--- src/rtl/muldiv_pkg.sv ---
// Shared definitions for the iterative multiply/divide sequencer:
// op encodings, FSM state enum and the default operand width.
package muldiv_pkg;

   localparam int MULDIV_WIDTH = 32;

   typedef enum logic [1:0] {
      OP_MULT  = 2'b00,
      OP_MULTU = 2'b01,
      OP_DIV   = 2'b10,
      OP_DIVU  = 2'b11
   } op_e;

   typedef enum logic [1:0] {
      IDLE = 2'b00,
      CALC = 2'b01,
      FIX  = 2'b10,
      DONE = 2'b11
   } state_e;

endpackage

--- src/rtl/muldiv_step.sv ---
// One radix-2 iteration, purely combinational.
//  multiply: shift-add, acc holds the running high half, shreg the multiplier
//            (low product bits shift in from the top).
//  divide:   restoring, acc holds the partial remainder, shreg the dividend
//            bits still to consume with quotient bits shifting in at the bottom.
import muldiv_pkg::*;

module muldiv_step #(
   parameter int WIDTH = MULDIV_WIDTH
) (
   input  logic [WIDTH:0]   acc,
   input  logic [WIDTH-1:0] shreg,
   input  logic [WIDTH-1:0] operand,
   input  logic             is_div,
   output logic [WIDTH:0]   acc_nx,
   output logic [WIDTH-1:0] shreg_nx
);

   logic [WIDTH:0] w_opnd_ext;
   logic [WIDTH:0] w_sum;
   logic [WIDTH:0] w_add;
   logic [WIDTH:0] w_rem_sh;
   logic [WIDTH:0] w_diff;

   assign w_opnd_ext = {1'b0, operand};
   assign w_sum      = acc + w_opnd_ext;
   assign w_add      = shreg[0] ? w_sum : acc;
   assign w_rem_sh   = {acc[WIDTH-1:0], shreg[WIDTH-1]};
   assign w_diff     = w_rem_sh - w_opnd_ext;

   // Select the multiply or divide iteration result.
   always_comb begin
      acc_nx   = acc;
      shreg_nx = shreg;
      if (is_div) begin
         if (w_rem_sh >= w_opnd_ext) begin
            acc_nx   = w_diff;
            shreg_nx = {shreg[WIDTH-2:0], 1'b1};
         end else begin
            acc_nx   = w_rem_sh;
            shreg_nx = {shreg[WIDTH-2:0], 1'b0};
         end
      end else begin
         acc_nx   = {1'b0, w_add[WIDTH:1]};
         shreg_nx = {w_add[0], shreg[WIDTH-1:1]};
      end
   end

endmodule

--- src/rtl/muldiv_seq.sv ---
// Iterative multiply/divide sequencer with HI/LO registers.
// Optional build macro MULDIV_EARLY_OUT_EN: a zero rt_val at accept skips
// the iteration phase (FIX at cycle 1, done at cycle 2). Without it the
// latency is always WIDTH+2 cycles.
//
//  state | meaning
//  IDLE  | waiting for start; MTHI/MTLO honoured
//  CALC  | one shift-add / restoring step per clock, WIDTH steps
//  FIX   | sign correction; HI/LO written at the end of this cycle
//  DONE  | done pulse; new start or MTHI/MTLO accepted
import muldiv_pkg::*;

module muldiv_seq #(
   parameter int WIDTH = MULDIV_WIDTH,
   parameter int CNT_W = 6
) (
   input  logic             clk,
   input  logic             rst,
   input  logic             start,
   input  logic [1:0]       op,
   input  logic [WIDTH-1:0] rs_val,
   input  logic [WIDTH-1:0] rt_val,
   input  logic             hi_we,
   input  logic             lo_we,
   input  logic [WIDTH-1:0] wdata,
   output logic             busy,
   output logic             done,
   output logic [WIDTH-1:0] hi,
   output logic [WIDTH-1:0] lo
);

   state_e             r_state;
   state_e             w_state_nx;
   logic [CNT_W-1:0]   r_cnt;
   logic [WIDTH:0]     r_acc;
   logic [WIDTH-1:0]   r_shreg;
   logic [WIDTH-1:0]   r_opnd;
   logic [WIDTH-1:0]   r_rs_raw;
   logic               r_is_div;
   logic               r_neg_res;
   logic               r_neg_rem;
   logic               r_dbz;
   logic [WIDTH-1:0]   r_hi;
   logic [WIDTH-1:0]   r_lo;

   logic               w_idle_or_done;
   logic               w_accept;
   logic               w_signed;
   logic               w_is_div;
   logic               w_rs_neg;
   logic               w_rt_neg;
   logic [WIDTH-1:0]   w_rs_abs;
   logic [WIDTH-1:0]   w_rt_abs;
   logic               w_rt_zero;
   logic               w_skip;
   logic [WIDTH:0]     w_acc_nx;
   logic [WIDTH-1:0]   w_shreg_nx;
   logic [2*WIDTH-1:0] w_prod;
   logic [WIDTH-1:0]   w_res_hi;
   logic [WIDTH-1:0]   w_res_lo;

   assign w_idle_or_done = (r_state == IDLE) || (r_state == DONE);
   assign w_accept       = start && w_idle_or_done;
   assign w_signed       = (op == OP_MULT) || (op == OP_DIV);
   assign w_is_div       = (op == OP_DIV) || (op == OP_DIVU);
   assign w_rs_neg       = w_signed && rs_val[WIDTH-1];
   assign w_rt_neg       = w_signed && rt_val[WIDTH-1];
   assign w_rs_abs       = w_rs_neg ? -rs_val : rs_val;
   assign w_rt_abs       = w_rt_neg ? -rt_val : rt_val;
   assign w_rt_zero      = (rt_val == '0);

`ifdef MULDIV_EARLY_OUT_EN
   assign w_skip = w_rt_zero;
`else
   assign w_skip = 1'b0;
`endif

   muldiv_step #(.WIDTH(WIDTH)) u_step (
      .acc      (r_acc),
      .shreg    (r_shreg),
      .operand  (r_opnd),
      .is_div   (r_is_div),
      .acc_nx   (w_acc_nx),
      .shreg_nx (w_shreg_nx)
   );

   // State register.
   always_ff @(posedge clk or posedge rst) begin
      if (rst) r_state <= IDLE;
      else     r_state <= w_state_nx;
   end

   // Next-state logic; DONE falls back to IDLE unless a new op is accepted.
   always_comb begin
      w_state_nx = r_state;
      case (r_state)
         IDLE:    if (w_accept) w_state_nx = w_skip ? FIX : CALC;
         CALC:    if (r_cnt == '0) w_state_nx = FIX;
         FIX:     w_state_nx = DONE;
         DONE:    w_state_nx = w_accept ? (w_skip ? FIX : CALC) : IDLE;
         default: w_state_nx = IDLE;
      endcase
   end

   // Status outputs decoded from state.
   always_comb begin
      busy = (r_state == CALC) || (r_state == FIX);
      done = (r_state == DONE);
   end

   // Operand latch at accept, one iteration per CALC cycle.
   // Multiply iterates the multiplier (rt) in shreg; divide iterates the dividend (rs).
   always_ff @(posedge clk or posedge rst) begin
      if (rst) begin
         r_cnt     <= '0;
         r_acc     <= '0;
         r_shreg   <= '0;
         r_opnd    <= '0;
         r_rs_raw  <= '0;
         r_is_div  <= 1'b0;
         r_neg_res <= 1'b0;
         r_neg_rem <= 1'b0;
         r_dbz     <= 1'b0;
      end else if (w_accept) begin
         r_cnt     <= CNT_W'(WIDTH - 1);
         r_acc     <= '0;
         r_shreg   <= w_is_div ? w_rs_abs : w_rt_abs;
         r_opnd    <= w_is_div ? w_rt_abs : w_rs_abs;
         r_rs_raw  <= rs_val;
         r_is_div  <= w_is_div;
         r_neg_res <= w_rs_neg ^ w_rt_neg;
         r_neg_rem <= w_rs_neg;
         r_dbz     <= w_is_div && w_rt_zero;
      end else if (r_state == CALC) begin
         r_acc   <= w_acc_nx;
         r_shreg <= w_shreg_nx;
         if (r_cnt != '0) r_cnt <= r_cnt - 1'b1;
      end
   end

   assign w_prod = {r_acc[WIDTH-1:0], r_shreg};

   // Sign correction of the unsigned result; divide-by-zero bypasses it
   // so HI returns the dividend exactly as sampled.
   always_comb begin
      {w_res_hi, w_res_lo} = w_prod;
      if (!r_is_div) begin
         {w_res_hi, w_res_lo} = r_neg_res ? -w_prod : w_prod;
      end else if (r_dbz) begin
         w_res_hi = r_rs_raw;
         w_res_lo = '1;
      end else begin
         w_res_lo = r_neg_res ? -r_shreg : r_shreg;
         w_res_hi = r_neg_rem ? -r_acc[WIDTH-1:0] : r_acc[WIDTH-1:0];
      end
   end

   // HI/LO: result at end of FIX, MTHI/MTLO only when not busy.
   always_ff @(posedge clk or posedge rst) begin
      if (rst) begin
         r_hi <= '0;
         r_lo <= '0;
      end else if (r_state == FIX) begin
         r_hi <= w_res_hi;
         r_lo <= w_res_lo;
      end else if (w_idle_or_done) begin
         if (hi_we) r_hi <= wdata;
         if (lo_we) r_lo <= wdata;
      end
   end

   assign hi = r_hi;
   assign lo = r_lo;

endmodule
--- config.mk ---
export PLATFORM = sky130hd
export DESIGN_NAME = muldiv_seq
export DESIGN_NICKNAME = d
export VERILOG_FILES = /design/src/rtl/muldiv_pkg.sv /design/src/rtl/muldiv_step.sv /design/src/rtl/muldiv_seq.sv
export SDC_FILE = /design/constraint.sdc
export NUM_CORES = 1
export LEC_CHECK = 0
export CELL_PAD_IN_SITES_DETAIL_PLACEMENT = 2
export CELL_PAD_IN_SITES_GLOBAL_PLACEMENT = 2
export CORE_MARGIN = 4
export CORE_UTILIZATION = 31
export CTS_CLUSTER_SIZE = 20
export DETAILED_ROUTE_END_ITERATION = 8
export GPL_TIMING_DRIVEN = 0
export PLACE_DENSITY_LB_ADDON = 0.1
export SLEW_MARGIN = 20
export SYNTH_ARGS = -nofsm -noshare
export SYNTH_HDL_FRONTEND = slang
export SYNTH_SLANG_ARGS = --single-unit
--- constraint.sdc ---
create_clock -name clk -period 6.3 [get_ports clk]
set_clock_uncertainty 0.2 [all_clocks]
set_input_delay 0.63 -clock clk [delete_from_list [all_inputs] [get_ports clk]]
set_output_delay 0.63 -clock clk [all_outputs]
set_load 0.005 [all_outputs]
==> key figures <==
Detailed routing
  – Count of vias placed by the detailed router: 20200
  – Iteration count of the initial detailed-routing pass: 5
  – Post-detailed-route via-to-cell ratio: 6.04
  – Average detailed-routed wire length per instance: 30.5 um
  – Drt first-iter violations: 1860
  – Count of unresolved DRC violations after routing: 0
  – Antenna Violating Nets Remaining: 0
  – DRT Wirelength: 102 mm

Global route
  – Total routing resource utilization after global routing: 32.7%
  – Pin count of the biggest net entering global routing: 34
  – Vias in the first global route: 21200
  – Antenna violations before repair: 3
  – First-pass GRT wire length: 149 mm
  – Global route total overflow: 0

Die
  – Number of standard-cell rows in the floorplan: 87
  – Initial core utilization: 31.4%
  – Area of the placeable core: 0.0566 mm^2
  – I/O pins: 169
  – Die boundary height: 248 um
  – Die area: 0.0613 mm^2
  – Horizontal die dimension: 248 um

Critical path
  – Category of the worst setup path capture point: register
  – Buffers and inverters on the worst path: 1
  – Critical Path Start: r_acc[0]
  – Worst EP required: 6.59 ns
  – Cell depth of the worst flop-to-flop path: 11
  – Worst setup path endpoint: r_acc[28]
  – Startpoint of the lowest-slack register-to-register path: r_acc[0]
  – Reg-to-reg critical path endpoint: r_acc[28]
  – Cell with the largest stage delay on the worst path: sky130_fd_sc_hd__o31ai_1
  – Data arrival time at the worst-slack endpoint: 5.73 ns
  – Worst reg-to-reg setup slack: 0.87 ns
  – Critical Path, Cell by Cell: ha_1 > nor2b_1 > o31a_1 > o31ai_1 > a21boi_1 > o211ai_2 > nand2_1 > clkbuf_1 > o32ai_1 > nor3b_1 > a31oi_1
  – Delay of the slowest critical-path stage: 0.94 ns
  – Startpoint Class: register
  – Count of cell instances traversed by the critical path: 11
  – Start-to-end type of the worst setup path: reg2reg
  – Family with the most delay on the worst path: compound AO/OA/AOI/OAI gates
  – Maximum fanout count along the critical path: 11

Clocking
  – CTS buffer count: 27
  – TritonCTS clock tree: done
  – Source-to-sink clock delay at the later pin of the worst-skew pair: 0.57 ns
  – CTS resizes: 0
  – Clock tree buffer depth: 3
  – Number of post-CTS setup repair buffers: 0
  – Number of clock sinks: 205
  – Hold_buf cts: 0
  – Register clock-pin slew on the reported worst setup and hold paths: 0.07 ns
  – H-tree depth: 1
  – Root buf cell: sky130_fd_sc_hd__clkbuf_16

Power and ir drop
  – Pwr/cell area: 637 mW/mm^2
  – Peak VDD IR: 206 uV
  – Total chip power: 13.7 mW
  – Static leakage power: 8.63 nW

Logic synthesis
  – List of most frequent post-synthesis cells: 376 x sky130_fd_sc_hd__nand2_1, 251 x sky130_fd_sc_hd__o21ai_0, 227 x sky130_fd_sc_hd__a21oi_1
  – Predominant post-synthesis flop cell: sky130_fd_sc_hd__dfrtp_1
  – Number of distinct library cells after synthesis: 81
  – Seq cells post-synth: 205
  – Share of synthesized flip-flops with an asynchronous set or reset: 100%
  – Summed instance area of the synthesized netlist: 0.0178 mm^2
  – Library cell with the highest instance count after synthesis: sky130_fd_sc_hd__nand2_1
  – Fraction of synthesized cell area taken by the top area cell type: 28.8%
  – Synthesized netlist cell count: 2375
  – Largest cells by area after synthesis: sky130_fd_sc_hd__dfrtp_1 29%, sky130_fd_sc_hd__nand2_1 7.9%, sky130_fd_sc_hd__o21ai_0 7.1%
  – Count of yosys warnings during synthesis: 0
  – Average footprint of a synthesized cell: 7.49 um^2
  – Synth Net Count: 2555
  – Library cell with the largest summed area after synthesis: sky130_fd_sc_hd__dfrtp_1
  – Number of flops mapped to enable cells by yosys: 0
  – Sequential area share after synthesis: 28.8%

Timing
  – Least-Margin Pin Slew: 1.17 ns
  – Count of final max-slew check failures: 0
  – Number of endpoints with negative hold slack in the final report: 0
  – Setup repair after global routing missed its margin: no
  – Number of failing setup endpoints in the final timing report: 0
  – Slew Limit Headroom: 21.8%
  – Minimum period implied by the final worst setup slack: 5.43 ns
  – Sum Neg Setup Slack: 0 ns
  – Fmax: 0.184 GHz
  – Part of the cycle the worst path needs: 86.3%

Layout
  – P&R area growth vs syn: 20.6%
  – Final layout net count: 2758
  – Filler cell count in the final layout: 6698
  – Proportion of layout cells with a drive suffix above 1: 4.16%

Status
  – Status: complete, no violations

Worst hold path
  – Worst hold-check path type: in2async

Placed design
  – GP Congestion: 0.955
  – Detailed-placement wirelength estimate: 84.0 mm
  – IO buf count: 167

Job
  – # Max-Cap Violations: 0
layer usage:
layer	track usage [%]	vias up	part of all wire, %
met1	45.7	10500	45
met2	53.3	695	45
met3	4.18	154	6.5
met4	9.32	2	3.5
met5	0	-	0.013
li1	-	8917	-
logic make-up after synthesis:
kind of cell,synth area share [%]
flip-flops,28.8
AND/OR/NAND/NOR,21.4
adder cells (fa/ha/maj),5.50
buffers and inverters,5.30
XOR/XNOR,8.12
AO/OA/AOI/OAI,27.3
multiplexers,3.57
worst register-to-register path, delay by kind of cell (launching register included):
family,cells,cell delay [ns]
adder cells (fa/ha/maj),1,0.38
AO/OA/AOI/OAI,6,2.69
buffers and inverters,1,0.52
flip-flops,1,0.69
AND/OR/NAND/NOR,3,0.85
registers in the layout (all words and copies together), names as in the netlist, 2 cells and up:
register	count
r_acc	33
hi	32
lo	32
r_opnd	32
r_rs_raw	32
r_shreg	32
r_cnt	6
r_state	2
how the worst min path moves through the flow:
| stage | end | slack, ns | cells after the start |
|---|---|---|---|
| floorplan | r_rs_raw[10] | 0.24 | 2 |
| global placement | lo[24] | 0.26 | 2 |
| detailed placement | lo[25] | 0.28 | 2 |
| CTS | lo[9] | 0.13 | 2 |
| global route | lo[13] | 0.16 | 2 |
| finish | lo[9] | 0.16 | 2 |
final cells by class:
class                           count  area [um^2]  share of cell area (%)
Antenna cell                        1         2.50                  0.0117
Buffer                            176          683                    3.19
Clock buffer                       37          783                    3.65
Clock inverter                      9          105                   0.490
Inverter                           70          267                    1.24
Multi-Input combinational cell   1924        11700                    54.6
Sequential cell                   205         5130                    23.9
Tap cell                          756          946                    4.41
Timing Repair Buffer              174         1810                    8.45
through the flow:
stage	utilization, %	worst slack (ns)	area (um^2)	std cells	hold slack (ns)
global route	37.9	0.797	21400	3352	0.158
CTS	37.9	1.13	21400	3351	0.134
detailed placement	36.3	1.16	20600	3305	0.279
finish	37.9	0.865	21400	3352	0.159
global placement	36.1	0.775	20400	3298	0.263
floorplan	-	2.81	17800	2375	0.240
power by group:
group	internal, mW	switching [mW]	total, mW
Sequential	1.94	0.855	2.80
Clock	0.943	0.664	1.61
Combinational	3.16	6.09	9.25
layout by cell type, fill, tap and decap left out, types with 24 or more instances in the layout:
cell / netlist / routed
sky130_fd_sc_hd__a21o_1: 29 / 29
sky130_fd_sc_hd__a21oi_1: 227 / 227
sky130_fd_sc_hd__a31oi_1: 25 / 25
sky130_fd_sc_hd__clkbuf_1: 147 / 148
sky130_fd_sc_hd__clkbuf_16: 0 / 27
sky130_fd_sc_hd__clkdlybuf4s50_1: 0 / 167
sky130_fd_sc_hd__dfrtp_1: 205 / 205
sky130_fd_sc_hd__ha_1: 75 / 75
sky130_fd_sc_hd__inv_1: 69 / 68
sky130_fd_sc_hd__mux2i_1: 50 / 50
sky130_fd_sc_hd__nand2_1: 376 / 376
sky130_fd_sc_hd__nand3_1: 35 / 35
sky130_fd_sc_hd__nor2_1: 182 / 181
sky130_fd_sc_hd__nor3_1: 47 / 47
sky130_fd_sc_hd__o211ai_1: 57 / 57
sky130_fd_sc_hd__o21ai_0: 251 / 251
sky130_fd_sc_hd__o22ai_1: 40 / 40
sky130_fd_sc_hd__o31ai_1: 28 / 28
sky130_fd_sc_hd__or3_1: 24 / 24
sky130_fd_sc_hd__xnor2_1: 110 / 110
sky130_fd_sc_hd__xor2_1: 55 / 55
(Power assumes the default switching activity.)
==> RTL change, RTL diff (config.mk and constraints unchanged) <==
Build with the macro `MULDIV_EARLY_OUT_EN` defined.
--- a/src/rtl/muldiv_seq.sv
+++ b/src/rtl/muldiv_seq.sv
@@ -8,6 +8,8 @@
 //  CALC  | one shift-add / restoring step per clock, WIDTH steps
 //  FIX   | sign correction; HI/LO written at the end of this cycle
 //  DONE  | done pulse; new start or MTHI/MTLO accepted
+`define MULDIV_EARLY_OUT_EN
+
 import muldiv_pkg::*;
 
 module muldiv_seq #(
Function: changed (Yosys sat finds a counterexample within 4 cycles, from zero or initial values and one cycle with rst high).
==> RTL change against the unedited design <==
Sequential share of layout area shrank 0.27 points; routed wire length up 1.2%; clock power up 13%; synthesized cell count about the same; global-route usage increased by 0.080 points; synthesized area up 0.52%; critical path depth is the same; final area increased by 1.1%; combinational power rose by 0.8%; total power up 1.9%; sequential cell count unchanged; core utilization is 0.36 points higher; setup slack lost 0.073 ns.
==> RTL change: results (changes against the unedited design) <==
[place]
dpl.hpwl_um=84100  ; about the same
dpl_worst_slack_ns=0.868  ; -0.290 ns
place_congestion=0.961  ; +0.68%

[status]
status=finished clean

[setup_path]
slowest_stage=clkbuf_1
critical-path-top-delay-family=buffers and inverters
critPathCapture=hi[6]$_DFFE_PP0P_
r2r-start=r_shreg[0]$_DFFE_PP0P_
slowest_delay_ns=0.81  ; -0.13 ns
reg2reg_slack_ns=0.79  ; -0.07 ns
arrival_ns=5.76  ; +0.03 ns
path_max_fanout=10  ; -1

[power]
p_leak_nw=8.73  ; +1.2%
ir_worst_vdd_v=0.000206  ; +0.38%
swShare=0.556  ; -0.00136
combPwrFrac=0.669  ; -0.009
p_seq_frac=0.200  ; -0.005

[logic_synthesis]
ys_seq_area_frac=0.287  ; -0.00149
syn-num-nets=2557  ; +0.078%
yosys-top-cells-count=nand2_1, o21ai_0, dfrtp_1, a21oi_1, nor2_1
synth_top_cells_by_area=dfrtp_1, nand2_1, o21ai_0

[clocking]
post_cts_buffers=0  ; unchanged
ctsResizeCount=0  ; unchanged
cts_buffers=28  ; +3.7%
worstSkewPairLatency_ns=0.60  ; +0.03 ns

[global_route]
grt_start_max_net_pins=34  ; unchanged
grtUsageTotal=0.328  ; +0.000800
grt_pass1_vias=21100  ; -0.41%
antenna_found_initial=4  ; +1
grt_pass1_wl_um=150000  ; +0.22%

[layout]
drive_above_1_share=0.0423  ; +0.000657
num-fill-cells=6553  ; -2.2%
finalNetCount=2761  ; +0.11%

[routing]
wl_per_cell_um=30.8  ; +0.96%
via_count=20300  ; +0.39%
drtIter0Drc=1621  ; -13%

[timing]
fin_crit_sh=0.874  ; +0.0116
slew_headroom=0.101  ; -0.117

[RTL change: per-stage QoR]
| stage | power (mW) | hold slack, ns | cell area (µm²) | cells | utilization |
|---|---|---|---|---|---|
| 2_1_floorplan | 7.82 | 0.240 | 17900 | 2377 | - |
| 3_3_place_gp | 11.5 | 0.266 | 20500 | 3300 | 0.361 |
| 3_5_place_dp | 11.8 | 0.274 | 20600 | 3307 | 0.364 |
| 4_1_cts | 13.7 | 0.193 | 21700 | 3358 | 0.382 |
| 5_1_grt | 14.7 | 0.241 | 21700 | 3358 | 0.382 |
| 6_report | 13.9 | 0.206 | 21700 | 3360 | 0.382 |
[RTL change: metal layers]
metal / global-route usage / wire length [µm]
met1: 0.467 / 46800
met4: 0.137 / 5030
met3: 0.0396 / 6830
met5: 0 / 0
met2: 0.504 / 44800
[RTL change: logic make-up (layout without fill, tap and decap cells)]
kind of cell / count (synthesis) / after routing / share of synthesized area
AND/OR/NAND/NOR: 821 / 821 / 0.214
AO/OA/AOI/OAI: 800 / 800 / 0.277
buffers and inverters: 252 / 477 / 0.0537
flip-flops: 205 / 205 / 0.287
XOR/XNOR: 160 / 160 / 0.0784
adder cells (fa/ha/maj): 77 / 77 / 0.0547
multiplexers: 62 / 62 / 0.0349
other: 0 / 2 / 0
[RTL change: layout make-up]
cell class / instances / share of cell area
inverter: 73 / 0.0128
timing repair buffer: 174 / 0.0839
clock buffer: 37 / 0.0357
antenna: 2 / 0.000231
multi-input combinational: 1920 / 0.544
buffer: 179 / 0.0317
tap: 756 / 0.0436
clock inverter: 14 / 0.0120
sequential: 205 / 0.237
